[src/rtl/seven_seg_scanner.sv]
// Four-digit multiplexed seven-segment scanner for the ALU board.
// New display values are double-buffered and applied at frame boundaries.
module seven_seg_scanner #(
    parameter int REFRESH_DIV = 100000,
    parameter int DEAD_CYCLES = 4
) (
    input  logic       clk,
    input  logic       rst,
    input  logic       load,
    input  logic [7:0] Y_in,
    input  logic [3:0] OP_in,
    input  logic       blank,
    output logic [3:0] anode,
    output logic [6:0] segs,
    output logic       dp,
    output logic       frame_done,
    output logic       pending
);

    localparam int CW = $clog2(REFRESH_DIV);
    localparam logic [CW-1:0] LAST_CNT = CW'(REFRESH_DIV - 1);
    localparam logic [CW-1:0] DEAD_CNT = CW'(DEAD_CYCLES);

    // Active-low {g,f,e,d,c,b,a} pattern for a hex nibble.
    function automatic logic [6:0] hex_to_segs(input logic [3:0] nib);
        logic [6:0] s;
        case (nib)
            4'h0:    s = 7'b1000000;
            4'h1:    s = 7'b1111001;
            4'h2:    s = 7'b0100100;
            4'h3:    s = 7'b0110000;
            4'h4:    s = 7'b0011001;
            4'h5:    s = 7'b0010010;
            4'h6:    s = 7'b0000010;
            4'h7:    s = 7'b1111000;
            4'h8:    s = 7'b0000000;
            4'h9:    s = 7'b0010000;
            4'hA:    s = 7'b0001000;
            4'hB:    s = 7'b0000011;
            4'hC:    s = 7'b1000110;
            4'hD:    s = 7'b0100001;
            4'hE:    s = 7'b0000110;
            4'hF:    s = 7'b0001110;
            default: s = 7'b1111111;
        endcase
        return s;
    endfunction

    logic [CW-1:0] cnt_r;
    logic [1:0]    idx_r;
    logic [7:0]    act_y_r;
    logic [3:0]    act_op_r;
    logic [7:0]    buf_y_r;
    logic [3:0]    buf_op_r;
    logic          pending_r;
    logic [3:0]    anode_r;
    logic [6:0]    segs_r;
    logic          dp_r;
    logic          frame_done_r;

    logic          tick_s;
    logic          boundary_s;
    logic          digit_on_s;
    logic [3:0]    nibble_s;
    logic [3:0]    anode_sel_s;
    logic [3:0]    anode_nx_s;
    logic [6:0]    segs_nx_s;

    // Slot timing, boundary detect and next output values.
    always_comb begin
        tick_s      = (cnt_r == LAST_CNT);
        boundary_s  = tick_s && (idx_r == 2'd3);
        digit_on_s  = !blank && (cnt_r >= DEAD_CNT);
        nibble_s    = 4'h0;
        anode_sel_s = 4'b1111;
        case (idx_r)
            2'd0: begin nibble_s = act_op_r;     anode_sel_s = 4'b1110; end
            2'd1: begin nibble_s = 4'h0;         anode_sel_s = 4'b1101; end
            2'd2: begin nibble_s = act_y_r[3:0]; anode_sel_s = 4'b1011; end
            2'd3: begin nibble_s = act_y_r[7:4]; anode_sel_s = 4'b0111; end
            default: begin nibble_s = 4'h0;      anode_sel_s = 4'b1111; end
        endcase
        if (digit_on_s) begin
            anode_nx_s = anode_sel_s;
            segs_nx_s  = hex_to_segs(nibble_s);
        end else begin
            anode_nx_s = 4'b1111;
            segs_nx_s  = 7'b1111111;
        end
    end

    // Prescaler and digit index.
    always_ff @(posedge clk) begin
        if (rst) begin
            cnt_r <= '0;
            idx_r <= 2'd0;
        end else if (tick_s) begin
            cnt_r <= '0;
            idx_r <= idx_r + 2'd1;
        end else begin
            cnt_r <= cnt_r + CW'(1);
            idx_r <= idx_r;
        end
    end

    // Double buffer: a load on the boundary cycle bypasses straight to active.
    always_ff @(posedge clk) begin
        if (rst) begin
            act_y_r   <= 8'h00;
            act_op_r  <= 4'h0;
            buf_y_r   <= 8'h00;
            buf_op_r  <= 4'h0;
            pending_r <= 1'b0;
        end else if (boundary_s && load) begin
            act_y_r   <= Y_in;
            act_op_r  <= OP_in;
            buf_y_r   <= Y_in;
            buf_op_r  <= OP_in;
            pending_r <= 1'b0;
        end else if (boundary_s && pending_r) begin
            act_y_r   <= buf_y_r;
            act_op_r  <= buf_op_r;
            pending_r <= 1'b0;
        end else if (load) begin
            buf_y_r   <= Y_in;
            buf_op_r  <= OP_in;
            pending_r <= 1'b1;
        end else begin
            pending_r <= pending_r;
        end
    end

    // Registered display outputs.
    always_ff @(posedge clk) begin
        if (rst) begin
            anode_r      <= 4'b1111;
            segs_r       <= 7'b1111111;
            dp_r         <= 1'b1;
            frame_done_r <= 1'b0;
        end else begin
            anode_r      <= anode_nx_s;
            segs_r       <= segs_nx_s;
            dp_r         <= 1'b1;
            frame_done_r <= boundary_s;
        end
    end

    assign anode      = anode_r;
    assign segs       = segs_r;
    assign dp         = dp_r;
    assign frame_done = frame_done_r;
    assign pending    = pending_r;

endmodule

[config.mk]
export PLATFORM = sky130hd
export DESIGN_NAME = seven_seg_scanner
export DESIGN_NICKNAME = d
export VERILOG_FILES = /design/src/rtl/seven_seg_scanner.sv
export SDC_FILE = /design/constraint.sdc
export NUM_CORES = 1
export LEC_CHECK = 0
export CORE_MARGIN = 2
export CORE_UTILIZATION = 55
export CTS_CLUSTER_DIAMETER = 120
export CTS_CLUSTER_SIZE = 10
export DETAILED_ROUTE_END_ITERATION = 8
export GPL_TIMING_DRIVEN = 0
export PLACE_DENSITY = 0.76
export SYNTH_ARGS = -nofsm -noshare
export SYNTH_HDL_FRONTEND = slang
export SYNTH_SLANG_ARGS = --single-unit
[constraint.sdc]
create_clock -name clk -period 2.8 [get_ports clk]
set_clock_uncertainty 0.15 [all_clocks]
set_input_delay 0.56 -clock clk [delete_from_list [all_inputs] [get_ports clk]]
set_output_delay 0.56 -clock clk [all_outputs]
set_load 0.01 [all_outputs]
Yosys cells after proc, flatten, opt, wreduce, memory -nomap -nowiden
Memory sizes are Yosys's and may differ from the RTL's. A register that Yosys moved wholly into a read port is not among the register bits.
Cells that the tools add are included.
{"block": "word_totals", "register_bits": 49, "latchBits": 0, "ram_bits": 0, "rom_bits": 112, "output_inout_bits": 14, "elab_cells": 43, "memories": 1}
{"block": "classes", "addsub": 2, "mul": 0, "n_div": 0, "magnitude_cmp": 1, "n_eq_ne": 5, "shift": 0, "muxes": 12, "bitwise_logic": 1, "reduce_logical": 12}
{"name": "(no name shown)", "depth": 16, "width": 7, "read_ports": 1, "rd_ports_with_merged_regs": 1, "write_ports": 0, "line_no": "27", "source": "case (nib)"}
{"operator": "2-to-1 mux 8 bit", "count": 5}
{"operator": "one-hot mux 4 bit (4 select lines)", "count": 2}
{"operator": "2-to-1 mux 4 bit", "count": 5}
{"operator": "adder 17 x 1 -> 17 bit, second input constant", "count": 1}
{"operator": "== test 17 bit, second input constant", "count": 1}
{"operator": ">= comparator 17 x 3 -> 1 bit, second input constant", "count": 1}
{"operator": "== test 2 bit, second input constant", "count": 2}
{"operator": "logical AND 1 bit", "count": 4}
{"operator": "nonzero test 2 bit", "count": 2}
{"operator": "OR reduction 2 bit", "count": 2}
{"operator": "OR reduction 3 bit", "count": 1}
{"operator": "adder 2 x 1 -> 2 bit, second input constant", "count": 1}
{"operator": "== test 2 x 1 -> 1 bit, second input constant", "count": 1}
{"operator": "logical NOT 2 bit", "count": 1}
{"operator": "!= test 2 bit, second input constant", "count": 1}
{"operator": "AND reduction 2 bit", "count": 1}
{"operator": "logical NOT 1 bit", "count": 1}
{"operator": "NOT 1 bit", "count": 1}

Logic depth before layout (Yosys ltp)
Gate-level depths: netlist of the first run.
{"block": "logic_depth", "word_depth": 5, "mapped_depth": 11}

Least setup slack after synthesis of the first run
OpenSTA, ideal clock, no wires.
{"block": "synth_path", "path_kind": "register -> register", "startpoint": "register idx_r[0]", "endpoint": "register segs_r[0], in the netlist segs[0]", "arrival_ns": 2.159, "t_required_ns": 2.505, "slack_ns": 0.346, "path_stages_with_launch": 12, "cell_sequence": "dfxtp_1 > inv_1 > ha_1 > clkbuf_1 > a22oi_1 > nor2_1 > a21oi_1 > inv_1 > ha_1 > or3_1 > o21ai_0 > o21ai_0"}
{"block": "synth_via", "elab_chain_len": 2, "elab_cells_between_ends": 5}
{"element": "from (decl)", "line_no": "50", "source": "logic [1:0] idx_r;"}
{"element": "from (signal assigned)", "line_no": "99", "source": "idx_r <= idx_r + 2'd1;"}
{"element": "from (signal assigned)", "line_no": "102", "source": "idx_r <= idx_r;"}
{"element": "== test 2 bit (tied with other cells)", "line_no": "76", "source": "case (idx_r)"}
{"element": "one-hot mux 4 bit (4 select lines) (*)", "line_no": "76"}
{"element": "to (decl)", "line_no": "57", "source": "logic [6:0] segs_r;"}
Every way passes the cells marked *; elsewhere a longest branch is shown, timed or not.
A chain may end at the register's enable or synchronous reset.

Worst setup path after layout of the first run
Ends and elaborated chain as after synthesis.

==> metrics, run 1 <==
DRT Pass-1 Iters=4; Hold Startpoint=cnt_r[0]$_SDFF_PP0_; pwr dens=approximately 450 nW/um2; WP data required=2.81 ns; final hold slack=0.329 ns; hold depth=1; worst r2r path cells=11; num rows=25; CP Class=reg -> reg; I/O Buffers=27; GPL Wtd Cong=0.767; Root Driver=clkbuf_8; die area=5320 um2; fill count=418; CTS hold repair buffers=0; final net count=339; number of I/O pins=30; clock-pin transition on the worst setup and hold timing paths=roughly 0.10 ns; setup TNS=0 ns; number of synthesized flops with an enable pin=0; CTS tree=done; first-pass GRT wire length=7980 um; worst r2r dst=segs[0]$_SDFF_PP1_; Clock Sink Count=56; Antenna Cells=0; Synthesis Warnings=0; Critical Path End=segs[0]$_SDFF_PP1_; max-slew violations=0; Core Footprint=4660 um2; ys async rst share=0%; Setup violations, final=0; Net Count, Synth=306; flops & latches, synth=56; Initial Util=~56%; Slew @ Worst Pin=0.550 ns; layout cell share with drive strength beyond 1=9.62%; crit-path cells=inv_1, ha_1, clkbuf_1, a22oi_1, nor2_1, a21oi_4, inv_1, ha_1, or3_1, o21ai_0, o21ai_0; H-tree Lvls=2; Seq/Total Area, Yosys=42.9%; total track usage=18.8%; ys flop type=dfxtp_1; reg2reg setup slack=0.26 ns; Cell Count, Final, Fillers Out=366; Period minus WS final=approximately 2.5 ns; 1st-iter DRT viols=~110; Clock Latency Late Sink=roughly 0.31 ns; Avg Inst Size Synth=around 9.4 um2; Hold Fails Final Rpt=0; Design Power=~0.0014 W; crit share post-route=around nine tenths; CP Launch Type=flop; Worst path slowest cell=dfxtp_1; status=finished, final reports clean; Die H=72.9 um; Rel. slew slack=63.2%; Antenna Nets Post-Route=0; Routed wire per std cell=between 10 and 15 um; Die Wd=72.9 um; RSZ-0062 raised after global routing=false; post-layout util=65.7%; DRC=0; Distinct cells, synth=47; maximum clock rate=about 390 MHz; reg2reg start=idx_r[0]$_SDFFE_PP0N_; setup bufs post-CTS=0; Vias/cell=between 5 and 6; maximum root-to-sink buffer count=2; crit path DAT=2.55 ns; Syn Inst Count=around 280; vias in the first global route=1782; Placed Cells=359; Max stage delay on crit path=roughly 0.43 ns; hpwl dp=3350 um; Post-Syn Area=2610 um2; Crit. Startpoint=idx_r[0]$_SDFFE_PP0N_; Crit. End Element=flop; maximum vdd drop=between 0.0002 and 0.0003 V; largest net degree at the start of global routing=18; crit-path max FO=8; Routed WL=4540 um; max cap viols=0; Num CTS Buffers=5; initial antenna violation count=0; worst min path class=reg -> reg; Layout area overhead=17.1%; Lkg Pwr=1.23 nW; Vias=2003; gr ovfl total=0
==> power breakdown <==
group | internal, W | total, W | switching [W]
logic | 0.0000557 | 0.000105 | 0.0000489
registers | 0.000813 | 0.000823 | 0.0000101
clock network | 0.000201 | 0.000459 | 0.000258
==> worst min path at each step <==
stage	slack, ns	end
2_1_floorplan	0.28	act_op_r[1]$_SDFFE_PP0P_
3_3_place_gp	0.30	cnt_r[0]$_SDFF_PP0_
3_5_place_dp	0.31	cnt_r[0]$_SDFF_PP0_
4_1_cts	0.34	cnt_r[0]$_SDFF_PP0_
5_1_grt	0.35	cnt_r[0]$_SDFF_PP0_
6_report	0.33	cnt_r[0]$_SDFF_PP0_
==> cells in the final DEF (no fill, tap or decap), types with 2 or more instances in the layout <==
cell type	instances
a21boi_0	2
a21oi_1	7
a21oi_2	2
a221o_1	3
a221oi_1	3
a22o_1	16
a22oi_1	2
a31o_2	4
and3_1	5
and4_1	2
buf_1	2
buf_2	3
buf_4	2
clkbuf_1	7
clkbuf_8	6
clkdlybuf4s50_1	27
clkinvlp_4	2
dfxtp_1	56
ha_1	12
inv_1	15
mux2_2	3
mux2i_1	17
nand2_1	14
nand3_1	8
nand4_1	3
nor2_1	40
nor3_1	3
nor4_1	2
o21ai_0	4
o22ai_1	4
xnor2_1	9
xor2_1	8
==> registers in the layout (all words and copies together), names as in the netlist, 2 cells and up <==
name      count
cnt_r        17
act_y_r       8
buf_y_r       8
act_op_r      4
buf_op_r      4
idx_r         2
segs          7
anode         4
==> synth_stat cells (2+ instances only) <==
cell type  number  share of area, %
a21boi_0        2              0.57
a21oi_1         9               1.7
a221o_1         3               1.1
a221oi_1        3               1.0
a22o_1         16               5.4
a22oi_1         2              0.57
a31o_2          4               1.3
and3_1          5               1.2
and4_1          2              0.67
buf_1           2              0.29
buf_2           3              0.57
buf_4           2              0.57
clkbuf_1        8               1.1
dfxtp_1        56                43
ha_1           12               5.7
inv_1          15               2.2
mux2_2          3               1.3
mux2i_1        17               6.5
nand2_1        14               2.0
nand3_1         8               1.5
nand4_1         3              0.72
nor2_1         40               5.7
nor3_1          3              0.57
nor4_1          2              0.48
o21ai_0         4              0.77
o22ai_1         4              0.96
xnor2_1         9               3.0
xor2_1          8               2.7
==> metal layers <==
| metal | vias to the layer above | GRT usage, % | routed length [um] |
|---|---|---|---|
| li1 | 1040 | - | - |
| met1 | 913 | 26.7 | 2370 |
| met2 | 44 | 29.0 | 1960 |
| met3 | 6 | 4.01 | 158 |
| met4 | 0 | 4.94 | 54 |
| met5 | - | 0 | 0 |
==> stage by stage <==
step / worst slack [ns] / cell area (um2)
floorplan: 0.346 / 2610
global placement: 0.0825 / 2950
detailed placement: 0.0168 / 2950
CTS: 0.176 / 3050
global route: 0.0552 / 3060
finish: 0.260 / 3060
==> repair_timing <==
| action | CTS | global route |
|---|---|---|
| resized for setup | 1 | 2 |
| endpoints found under the setup margin | 1 | 5 |
| pin swaps | 0 | 0 |
==> cell type report <==
cell class / count / area (um2) / share of cell area, %
buffer: 15 / 75.1 / 2.45
inverter: 16 / 60.1 / 1.96
clock buffer: 6 / 82.6 / 2.70
multi-input combinational: 190 / 1370 / 44.7
clock inverter: 2 / 15.0 / 0.491
tap: 54 / 67.6 / 2.21
sequential: 56 / 1120 / 36.6
timing repair buffer: 27 / 270 / 8.83
==> kinds of logic (layout without fill, tap and decap cells) <==
logic type	count (synthesis)	count (layout)	share of synthesized area, %
other	1	1	0.143
flip-flops	56	56	42.9
AO/OA/AOI/OAI	54	54	15.8
multiplexers	20	20	7.80
AND/OR/NAND/NOR	86	86	16.6
buffers and inverters	32	66	5.31
adder cells (fa/ha/maj)	12	12	5.74
XOR/XNOR	17	17	5.70
==> critical path: cells and delay by family (launching register included) <==
family	cells	cell delay, ns
AO/OA/AOI/OAI	4	0.58
adder cells (fa/ha/maj)	2	0.41
buffers and inverters	3	0.36
flip-flops	1	0.43
AND/OR/NAND/NOR	2	0.45
Power figures use the tool's default switching activity.
==> inputs of run 2 (changes only) <==
- REMOVE_ABC_BUFFERS: default -> 1
==> run 2 against run 1 <==
Net effect:
- highest routed layer unchanged
- register-to-register slack got worse by 0.03 ns
- largest power group unchanged
- non-clock buffer count decreased by 14
- final cell count decreased by 3.8%
- core utilization decreased by 1.4 points
- first-iteration DRC count decreased by 1.8%
- critical endpoint unchanged
- count of clock-buffer cells in the layout unchanged
==> metrics, run 2 (synthesis gave the netlist of run 1 again) <==
Root Driver=clkbuf_8 (unchanged); Clock Latency Late Sink=0.31 ns (about the same); Lkg Pwr=1.20 nW (was 1.23 nW); hpwl dp=3220 um (was 3350 um); GPL Wtd Cong=0.815 (was 0.767); num rows=25 (unchanged); Largest Register=cnt_r (unchanged); leading cell types in the layout, fill and taps excluded=dfxtp_1, nor2_1, clkdlybuf4s50_1 (unchanged); total track usage=18.5% (was 18.8%); final hold slack=0.325 ns (was 0.329 ns); worst min path class=reg -> reg (unchanged); Die H=72.9 um (unchanged); final net count=325 (was 339); Antenna Cells=0 (unchanged); Routed wire per std cell=12.8 um (was 12.4 um); largest net degree at the start of global routing=26 (was 18); DRC=0 (unchanged); cell family with the largest share of critical-path delay=compound AO/OA/AOI/OAI gates (unchanged); Antenna Nets Post-Route=0 (unchanged); crit path DAT=2.58 ns (was 2.55 ns); WP data required=2.81 ns (about the same); CTS hold repair buffers=0 (unchanged); I/O Buffers=28 (was 27); Vias=1940 (was 2003); pwr dens=481 nW/um2 (was 453 nW/um2); max cap viols=0 (unchanged); Core Footprint=4660 um2 (unchanged); Hold Fails Final Rpt=0 (unchanged); Design Power=0.00144 W (was 0.00139 W); Slew @ Worst Pin=0.982 ns (was 0.550 ns); DRT Pass-1 Iters=4 (unchanged); first-pass GRT wire length=7820 um (was 7980 um); Flop pwr share=57.1% (was 59.4%); Vias/cell=5.51 (was 5.47); Comb power frac=6.8% (was 7.5%); clock-pin transition on the worst setup and hold timing paths=0.10 ns (about the same); Max stage delay on crit path=0.46 ns (was 0.43 ns); Rel. slew slack=34.3% (was 63.2%); Num CTS Buffers=5 (unchanged); max-slew violations=0 (unchanged); Clock Sink Count=56 (unchanged); Worst path slowest cell=a21oi_1 (was dfxtp_1); Switch Pwr=0.000310 W (was 0.000317 W); Period minus WS final=2.57 ns (was 2.54 ns); die area=5320 um2 (unchanged); maximum vdd drop=0.000251 V (was 0.000271 V); Pint=0.00113 W (was 0.00107 W); initial antenna violation count=0 (unchanged); crit-path cells=inv_1, ha_1, a221oi_1, a21oi_1, inv_1, ha_1, a21oi_1, o21a_1, o21ai_0 (was inv_1, ha_1, clkbuf_1, a22oi_1, nor2_1, a21oi_4, inv_1, ha_1, or3_1, o21ai_0, o21ai_0); max FFs per register=17 (unchanged); crit share post-route=91.9% (was 90.7%); Die Wd=72.9 um (unchanged); crit-path max FO=11 (was 8); CTS tree=done (unchanged); layout cell share with drive strength beyond 1=7.72% (was 9.62%); vias in the first global route=1752 (was 1782); number of I/O pins=30 (unchanged); H-tree Lvls=2 (unchanged); Sw Share=21.5% (was 22.9%); 1st-iter DRT viols=107 (was 109); Layout area overhead=14.6% (was 17.1%); status=finished, final reports clean (unchanged); maximum clock rate=388 MHz (was 394 MHz); gr ovfl total=0 (unchanged); RSZ-0062 raised after global routing=false (unchanged); worst path bufs/invs=2 (was 3); CP Launch Type=flop (unchanged); Routed WL=4520 um (was 4540 um); clock power share=36.0% (was 33.1%); CP Class=reg -> reg (unchanged); Regs by FF count=cnt_r: 17 flops, act_y_r: 8 flops, buf_y_r: 8 flops (unchanged); maximum root-to-sink buffer count=2 (unchanged); Crit. End Element=flop (unchanged); most common cell after layout, fill and taps aside=dfxtp_1 (unchanged); Initial Util=56.1% (unchanged); Setup violations, final=0 (unchanged)
==> run 2: path summary, 6_finish.rpt <==
path | cells past startpoint | slack (ns) | to | from
worst max register to register | 9 | 0.23 | segs[0]$_SDFF_PP1_ | idx_r[0]$_SDFFE_PP0N_
worst max-delay path | 9 | 0.23 | segs[0]$_SDFF_PP1_ | idx_r[0]$_SDFFE_PP0N_
worst min register to register | 2 | 0.32 | act_op_r[1]$_SDFFE_PP0P_ | act_op_r[1]$_SDFFE_PP0P_
worst min-delay path | 2 | 0.32 | act_op_r[1]$_SDFFE_PP0P_ | act_op_r[1]$_SDFFE_PP0P_
==> run 2: area by class of cell <==
class | count | area, um2
Tap cell | 54 | 67.6
Multi-Input combinational cell | 190 | 1360
Clock buffer | 6 | 72.6
Clock inverter | 2 | 35.0
Timing Repair Buffer | 28 | 280
Inverter | 16 | 60.1
Fill cell | 396 | 1660
Sequential cell | 56 | 1120
==> run 2: per-stage QoR <==
step	TNS [ns]	cell area [um2]	util (%)	instances	setup WS [ns]
floorplan	0	2530	-	262	0.367
CTS	0	2990	64.2	352	0.0134
detailed placement	-0.0329	2880	61.9	344	-0.0128
global route	0	3000	64.3	352	0.0234
global placement	0	2880	61.9	344	0.00722
finish	0	3000	64.3	352	0.226
==> run 2: power by group through the flow <==
| stage | sequential (W) | combinational [W] | clock, W |
|---|---|---|---|
| global route | 0.000826 | 0.000111 | 0.000560 |
| finish | 0.000824 | 0.0000988 | 0.000520 |
| detailed placement | 0.000842 | 0.0000999 | 0 |
| floorplan | 0.000842 | 0.0000479 | 0 |
| global placement | 0.000841 | 0.0000974 | 0 |
| CTS | 0.000824 | 0.0000994 | 0.000533 |
==> run 2: timing repair <==
item | 4_1_cts | 5_1_grt
setup buffers | 0 | 0
setup endpoints to repair | 0 | 6
resized for setup | 0 | 2
==> run 2: tightest hold or removal path, stage by stage (launching register included) <==
cell and delay [ns]:
dfxtp_1 0.31, inv_1 0.07, a21oi_1 0.06
==> run 2: per-layer routing <==
metal  GRT usage [%]  part of all wire (%)  vias to the layer above  wire, um
met5               0                     0                        -         0
met1            25.2                    51                      892      2290
met3            4.97                   4.0                        6       179
met2            28.9                    44                       37      1980
met4            5.76                   1.4                        0        62
li1                -                     -                     1005         -
